[src/rtl/usb_bit_stuffer_if.sv]
// usb_bit_stuffer_if: bit-stream signals between packet encoder, bit stuffer and NRZI encoder.
// master = encoder/line side, slave = the stuffer.
interface usb_bit_stuffer_if;
   logic in_bit, in_valid, in_sop, in_eop, in_ready;
   logic out_bit, out_valid, out_sop, out_eop;
   modport master(output in_bit, in_valid, in_sop, in_eop,
                  input in_ready, out_bit, out_valid, out_sop, out_eop);
   modport slave(input in_bit, in_valid, in_sop, in_eop,
                 output in_ready, out_bit, out_valid, out_sop, out_eop);
endinterface

[src/rtl/usb_bit_stuffer.sv]
// usb_bit_stuffer: inserts a 0 after every STUFF_LEN consecutive 1s, stalling the encoder one cycle per stuff.
// Define USB_STUFF_STATS_EN to add the saturating stuff_cnt statistics port.
module usb_bit_stuffer #(
`ifdef USB_STUFF_STATS_EN
   parameter int CNT_W = 16,
`endif
   parameter int STUFF_LEN = 6
) (
   input logic clk,
   input logic rst_L,
`ifdef USB_STUFF_STATS_EN
   output logic [CNT_W-1:0] stuff_cnt,
`endif
   usb_bit_stuffer_if.slave s
);
   typedef enum logic {PASS, STUFF} state_t;
   state_t state;
   logic [2:0] ones_cnt, start, nxt;
   logic hit, eop_pend;
   always_comb begin
      start = s.in_sop ? 3'd0 : ones_cnt;
      nxt = s.in_bit ? start + 3'd1 : 3'd0;
      hit = nxt == 3'(STUFF_LEN);
   end
   assign s.in_ready = state == PASS;
   // An EOP on the triggering 1 is parked in eop_pend and emitted with the stuffed 0.
   always_ff @(posedge clk or negedge rst_L)
      if (!rst_L) begin
         state <= PASS;
         ones_cnt <= 3'd0;
         eop_pend <= 1'b0;
         s.out_bit <= 1'b0;
         s.out_valid <= 1'b0;
         s.out_sop <= 1'b0;
         s.out_eop <= 1'b0;
`ifdef USB_STUFF_STATS_EN
         stuff_cnt <= '0;
`endif
      end else if (state == STUFF) begin
         s.out_bit <= 1'b0;
         s.out_valid <= 1'b1;
         s.out_sop <= 1'b0;
         s.out_eop <= eop_pend;
         eop_pend <= 1'b0;
         state <= PASS;
`ifdef USB_STUFF_STATS_EN
         if (stuff_cnt != '1) stuff_cnt <= stuff_cnt + 1'b1;
`endif
      end else if (s.in_valid) begin
         s.out_bit <= s.in_bit;
         s.out_valid <= 1'b1;
         s.out_sop <= s.in_sop;
         s.out_eop <= s.in_eop & ~hit;
         eop_pend <= s.in_eop & hit;
         ones_cnt <= (hit || s.in_eop) ? 3'd0 : nxt;
         state <= hit ? STUFF : PASS;
      end else begin
         s.out_valid <= 1'b0;
         s.out_sop <= 1'b0;
         s.out_eop <= 1'b0;
      end
endmodule

[src/flat_wrapper.sv]
// flat-port wrapper written by rule: the top's interface ports become plain ports
module usb_bit_stuffer_flat 
#(

   parameter int STUFF_LEN = 6
)
  (clk, rst_L, s_in_bit, s_in_valid, s_in_sop, s_in_eop, s_in_ready, s_out_bit, s_out_valid, s_out_sop, s_out_eop);
  usb_bit_stuffer_if s_i ();
  input logic clk;
  input logic rst_L;
  input wire logic [$bits(s_i.in_bit)-1:0] s_in_bit;
  input wire logic [$bits(s_i.in_valid)-1:0] s_in_valid;
  input wire logic [$bits(s_i.in_sop)-1:0] s_in_sop;
  input wire logic [$bits(s_i.in_eop)-1:0] s_in_eop;
  output wire logic [$bits(s_i.in_ready)-1:0] s_in_ready;
  output wire logic [$bits(s_i.out_bit)-1:0] s_out_bit;
  output wire logic [$bits(s_i.out_valid)-1:0] s_out_valid;
  output wire logic [$bits(s_i.out_sop)-1:0] s_out_sop;
  output wire logic [$bits(s_i.out_eop)-1:0] s_out_eop;
  assign s_i.in_bit = s_in_bit;
  assign s_i.in_valid = s_in_valid;
  assign s_i.in_sop = s_in_sop;
  assign s_i.in_eop = s_in_eop;
  assign s_in_ready = s_i.in_ready;
  assign s_out_bit = s_i.out_bit;
  assign s_out_valid = s_i.out_valid;
  assign s_out_sop = s_i.out_sop;
  assign s_out_eop = s_i.out_eop;
  usb_bit_stuffer #(.STUFF_LEN(STUFF_LEN)) u_core (.clk(clk), .rst_L(rst_L), .s(s_i));
endmodule
[config.mk]
export PLATFORM = sky130hd
export DESIGN_NAME = usb_bit_stuffer_flat
export DESIGN_NICKNAME = d
export VERILOG_FILES = /design/src/rtl/usb_bit_stuffer_if.sv /design/src/rtl/usb_bit_stuffer.sv /design/src/flat_wrapper.sv
export SDC_FILE = /design/constraint.sdc
export NUM_CORES = 1
export LEC_CHECK = 0
export CORE_MARGIN = 1
export CORE_UTILIZATION = 33
export DETAILED_ROUTE_END_ITERATION = 10
export GPL_ROUTABILITY_DRIVEN = 0
export PLACE_DENSITY = 0.57
export SYNTH_ARGS = -nofsm -noshare
export SYNTH_HDL_FRONTEND = slang
export SYNTH_SLANG_ARGS = --single-unit
[constraint.sdc]
create_clock -name clk -period 2.3 [get_ports clk]
set_clock_uncertainty 0.15 [all_clocks]
set_input_delay 0.345 -clock clk [delete_from_list [all_inputs] [get_ports clk]]
set_output_delay 0.345 -clock clk [all_outputs]
set_load 0.005 [all_outputs]
==> results.json, run 1 <==
{
  "antenna_left": 0,
  "highest_layer": "met3",
  "die_y_um": 39.10,
  "end_kind": "register",
  "syn-num-nets": 46,
  "synth_seq_cells": 9,
  "antenna_found_initial": 0,
  "diodes": 0,
  "vias_per_cell": 5.000,
  "insertion_delay_ns": 0.25,
  "drc": 0,
  "cts_buffer_depth": 2,
  "synth_top_area_share_pct": 49.59,
  "ctsResizeCount": 0,
  "post_cts_buffers": 0,
  "cts.clk_slew.worst_paths_ns": 0.06,
  "grt_use_total_pct": 13.70,
  "ir_drop_mv": 0.4201,
  "worst_pin_slew_ns": 0.3962,
  "fin_nets": 62,
  "drive_gt1_share_pct": 24.07,
  "ys_warn_count": 0,
  "grt_pass1_vias": 317,
  "fin_ws_ns": 0.3620,
  "relSlewSlack_pct": 73.50,
  "cts_buffers": 3,
  "crit_type": "in -> reg",
  "synth_cells": 39,
  "synthToLayoutAreaGrowth_pct": 33.61,
  "grt_setup_unrepaired": "no",
  "hpwl_um": 663.2,
  "cts_hold_buf": 0,
  "max_freq_mhz": 516.0,
  "vias": 345,
  "hold_class": "in -> async",
  "dp_slack_ns": 0.09269,
  "synth.avg_cell_area_um2": 11.65,
  "grt_pass1_wl_mm": 1.297,
  "synth_top_area_cell": "dfrtp_1",
  "synth_cell_types": 22,
  "wirelength_um": 795,
  "grt_start_max_net_pins": 10,
  "cts_root_buffer": "clkbuf_4",
  "drt_iter0_markers": 5,
  "finalPower_mw": 0.3259,
  "status": "complete, no violations",
  "core_um2": 1285,
  "cts_sinks": 9,
  "crit_fanout": 4,
  "placed_cells": 65,
  "post_dp_cell_area_um2": 580.6,
  "grt_overflow": 0,
  "drv_cap": 0,
  "rows": 13,
  "finalSetupTns_ns": 0,
  "die_w_um": 39.10,
  "stdcell_area_um2": 606.8,
  "io_pins": 11,
  "ys_seq_area_share_pct": 49.59,
  "crit_path_start_kind": "input port",
  "finalSetupViolCount": 0,
  "netlist_area_um2": 454.2,
  "final_cells": 69,
  "wl_per_cell_um": 11.52,
  "p_per_area_nw_per_um2": 537.0,
  "fin_crit_ns": 1.938,
  "cp.required_ns": 2.29,
  "wl_met2_um": 412,
  "post-route-period-util_pct": 84.26,
  "hold_viol": 0,
  "cts_tree": "yes",
  "start_util_pct": 35.35,
  "synth_area_leaders": "dfrtp_1 (50%), nand2_1 (4.1%), and2b_2 (3.9%)",
  "portBuffers": 10,
  "drtPass1Iterations": 4,
  "htree_levels": 1,
  "leakage_nw": 0.2789,
  "dieArea_um2": 1529,
  "route.met3.wl_um": 68,
  "wl_met1_um": 314,
  "drv_slew": 0,
  "crit_arrival_ns": 1.93
}
==> routing by layer <==
metal / up-vias / GRT usage, %
met2: 15 / 20.42
met4: 0 / 5.172
met3: 0 / 8.671
met1: 163 / 15.55
met5: - / 0
li1: 167 / -
==> cells by family after synthesis <==
kind of cell,Yosys count,share of synthesized area [%]
xor+xnor,2,3.857
mux,1,2.204
flops,9,49.59
compound gates,6,14.33
fa+ha+maj,1,2.754
buf+inv,1,0.8257
simple gates,19,26.45
==> power by group <==
part           switching (mW)  leakage (nW)  internal, mW
Sequential            0.00289         0.118         0.165
Combinational          0.0173         0.146        0.0248
Clock                  0.0497        0.0150        0.0665
==> cell usage in the layout (no fill, tap or decap) <==
master | Yosys | routed
o41ai_2 | 1 | 1
clkbuf_1 | 0 | 1
nand2b_4 | 1 | 1
o31ai_2 | 1 | 1
and4b_4 | 1 | 1
xor2_1 | 1 | 1
buf_4 | 0 | 1
and2_4 | 1 | 1
nand2b_1 | 1 | 1
and2b_2 | 2 | 2
clkbuf_4 | 0 | 3
mux2i_1 | 1 | 1
ha_1 | 1 | 1
a22o_1 | 1 | 1
or2_2 | 1 | 1
clkdlybuf4s50_1 | 0 | 10
nand2_1 | 5 | 5
inv_1 | 1 | 1
o2bb2ai_1 | 1 | 1
and3_2 | 1 | 1
nor2b_1 | 2 | 2
xnor2_1 | 1 | 1
nor2_1 | 4 | 4
a32o_1 | 1 | 1
dfrtp_1 | 9 | 9
a41oi_1 | 1 | 1
==> flip-flops by register name (all words and copies together) (netlist names) <==
signal / cells
u_core.s.out_sop: 1
u_core.s.out_eop: 1
u_core.s.out_bit: 1
u_core.state: 1
u_core.s.out_valid: 1
u_core.eop_pend: 1
u_core.ones_cnt: 3
==> cell type report <==
cell class,instances,area (um^2)
Clock buffer,4,26.28
Fill cell,127,678.2
Multi-Input combinational cell,29,225.2
Tap cell,15,18.77
Sequential cell,9,225.2
Inverter,1,3.754
Timing Repair Buffer,11,107.6
==> synthesized netlist by cell type <==
master     count
a22o_1         1
a32o_1         1
a41oi_1        1
and2_4         1
and2b_2        2
and3_2         1
and4b_4        1
dfrtp_1        9
ha_1           1
inv_1          1
mux2i_1        1
nand2_1        5
nand2b_1       1
nand2b_4       1
nor2_1         4
nor2b_1        2
o2bb2ai_1      1
o31ai_2        1
o41ai_2        1
or2_2          1
xnor2_1        1
xor2_1         1
==> final timing paths <==
kind	startpoint	end	slack, ns	cells after the start
worst max-delay path	s_in_sop	u_core.ones_cnt[2]	0.36	6
worst min-delay path	rst_L	u_core.s.out_sop	0.23	1
worst max register to register	u_core.ones_cnt[0]	u_core.ones_cnt[2]	0.59	5
worst min register to register	u_core.ones_cnt[1]	u_core.ones_cnt[1]	0.33	2
max in group asynchronous	rst_L	u_core.ones_cnt[1]	1.49	1
min in group clk	u_core.ones_cnt[1]	u_core.ones_cnt[1]	0.33	2
==> per-stage QoR <==
stage | utilization (%) | hold slack [ns]
6_report | 47.22 | 0.2310
5_1_grt | 47.22 | 0.2603
4_1_cts | 47.22 | 0.2425
3_5_place_dp | 45.18 | 0.3210
3_3_place_gp | 45.18 | 0.3077
2_1_floorplan | - | -0.1006
==> critical path, stage by stage <==
cell and delay (ns):
clkdlybuf4s50_1 0.51, and2b_2 0.24, ha_1 0.29, and4b_4 0.25
nand2_1 0.08, a32o_1 0.23
No activity file was read; power rests on OpenSTA's default activity.
==> run 2: changes to the inputs <==
==> constraint.sdc (replaced) <==
create_clock -name clk -period 1.9 [get_ports clk]
set_clock_uncertainty 0.15 [all_clocks]
set_input_delay 0.285 -clock clk [delete_from_list [all_inputs] [get_ports clk]]
set_output_delay 0.285 -clock clk [all_outputs]
set_load 0.005 [all_outputs]
==> results.json, run 2 (same netlist as run 1, synthesis figures left out) <==
{
  "status": "complete, no violations",
  "die_w_um": 39.10,
  "drc": 0,
  "max_freq_mhz": 572.3,
  "final_cells": 69,
  "rows": 13,
  "fin_nets": 62,
  "cts_hold_buf": 0,
  "io_pins": 11,
  "ir_drop_mv": 0.3507,
  "pwr-share-seq_pct": 49.7,
  "cts_sinks": 9,
  "core_um2": 1285,
  "top_register": "u_core.ones_cnt",
  "cp.required_ns": 1.46,
  "cts_buffers": 3,
  "placed_cells": 65,
  "power_switching_mw": 0.09861,
  "grt_start_max_net_pins": 10,
  "post_cts_buffers": 0,
  "path_cells": "inv_1 -> clkdlybuf4s50_1",
  "cts_tree": "yes",
  "diodes": 0,
  "grt_pass1_vias": 303,
  "start_util_pct": 35.35,
  "p_per_area_nw_per_um2": 672.2,
  "r2r-end": "u_core.ones_cnt[2]",
  "drive_gt1_share_pct": 24.07,
  "grt_pass1_wl_mm": 1.331,
  "drv_slew": 0,
  "rr_startpoint": "u_core.ones_cnt[0]",
  "post-route-period-util_pct": 91.96,
  "grt_use_total_pct": 13.60,
  "finalSetupTns_ns": 0,
  "cts_buffer_depth": 2,
  "p_int_mw": 0.3084,
  "leakage_nw": 0.2796,
  "cts.clk_slew.worst_paths_ns": 0.07,
  "dp_slack_ns": -0.2926,
  "drv_cap": 0,
  "portBuffers": 10,
  "synthToLayoutAreaGrowth_pct": 33.33,
  "crit_family": "buffers and inverters",
  "largest_reg_flops": 3,
  "combPwrFrac_pct": 12.1,
  "ctsResizeCount": 1,
  "crit_arrival_ns": 1.31,
  "worst_pin_slew_ns": 0.4056,
  "grt_setup_unrepaired": "no",
  "antenna_found_initial": 0,
  "crit_type": "reg -> out",
  "die_y_um": 39.10,
  "cts_root_buffer": "clkbuf_4",
  "fin_crit_ns": 1.747,
  "dieArea_um2": 1529,
  "finalSetupViolCount": 0,
  "end_kind": "output pin",
  "relSlewSlack_pct": 72.87,
  "wl_per_cell_um": 12.17,
  "rrSetupSlack_ns": 0.21,
  "swShare_pct": 24.23,
  "insertion_delay_ns": 0.27,
  "hold_viol": 0,
  "fin_ws_ns": 0.1528,
  "grt_overflow": 0,
  "wirelength_um": 840,
  "r2r_cells": 5,
  "final_cell_mix": "clkdlybuf4s50_1 (9), dfrtp_1 (9), nand2_1 (5)",
  "drtPass1Iterations": 2,
  "hpwl_um": 644.2,
  "vias": 336,
  "crit_buf_inv": 2,
  "hold_class": "in -> async",
  "vias_per_cell": 4.870,
  "drt_iter0_markers": 6,
  "clkPwrFrac_pct": 38.2,
  "crit_path_start_kind": "register",
  "htree_levels": 1,
  "critPathMaxStageDelay_ns": 0.49,
  "antenna_left": 0,
  "slowest_stage": "clkdlybuf4s50_1",
  "crit_fanout": 7
}
-- run 2: metal layers --
layer / part of all wire (%) / global-route usage (%) / vias to the layer above
met5: 0 / 0 / -
met4: 2.0 / 7.759 / 0
met3: 4.4 / 3.468 / 2
met2: 49 / 20.42 / 9
met1: 44 / 17.38 / 156
li1: - / - / 169
-- run 2: how the worst max path moves through the flow --
stage | from | to | depth (start not counted)
5_1_grt | u_core.state | s_in_ready | 2
4_1_cts | u_core.state | s_in_ready | 2
2_1_floorplan | u_core.ones_cnt[0] | u_core.ones_cnt[2] | 5
3_5_place_dp | s_in_sop | u_core.s.out_eop | 6
3_3_place_gp | s_in_sop | u_core.ones_cnt[2] | 6
6_report | u_core.state | s_in_ready | 2
-- run 2: final cells by class --
cell class / count / area (um^2)
Inverter: 1 / 3.754
Tap cell: 15 / 18.77
Fill cell: 124 / 679.4
Timing Repair Buffer: 11 / 106.4
Sequential cell: 9 / 225.2
Clock buffer: 4 / 26.28
Multi-Input combinational cell: 29 / 225.2
-- run 2: metrics by stage --
stage | hold slack [ns] | power, mW | utilization (%) | area (um^2)
finish | 0.1588 | 0.4071 | 47.13 | 605.6
CTS | 0.1808 | 0.4107 | 47.13 | 605.6
global placement | 0.3114 | 0.2553 | 45.18 | 580.6
floorplan | -0.1606 | 0.2240 | - | 454.2
detailed placement | 0.3176 | 0.2571 | 45.18 | 580.6
global route | 0.2053 | 0.4222 | 47.13 | 605.6
-- run 2: power groups by stage --
stage                     sequential, mW  clock [mW]  combinational, mW
after floorplan                    0.207           0             0.0174
after global placement             0.206           0             0.0495
after detailed placement           0.206           0             0.0508
after CTS                          0.203       0.158             0.0504
after global routing               0.203       0.164             0.0550
final                              0.202       0.156             0.0492
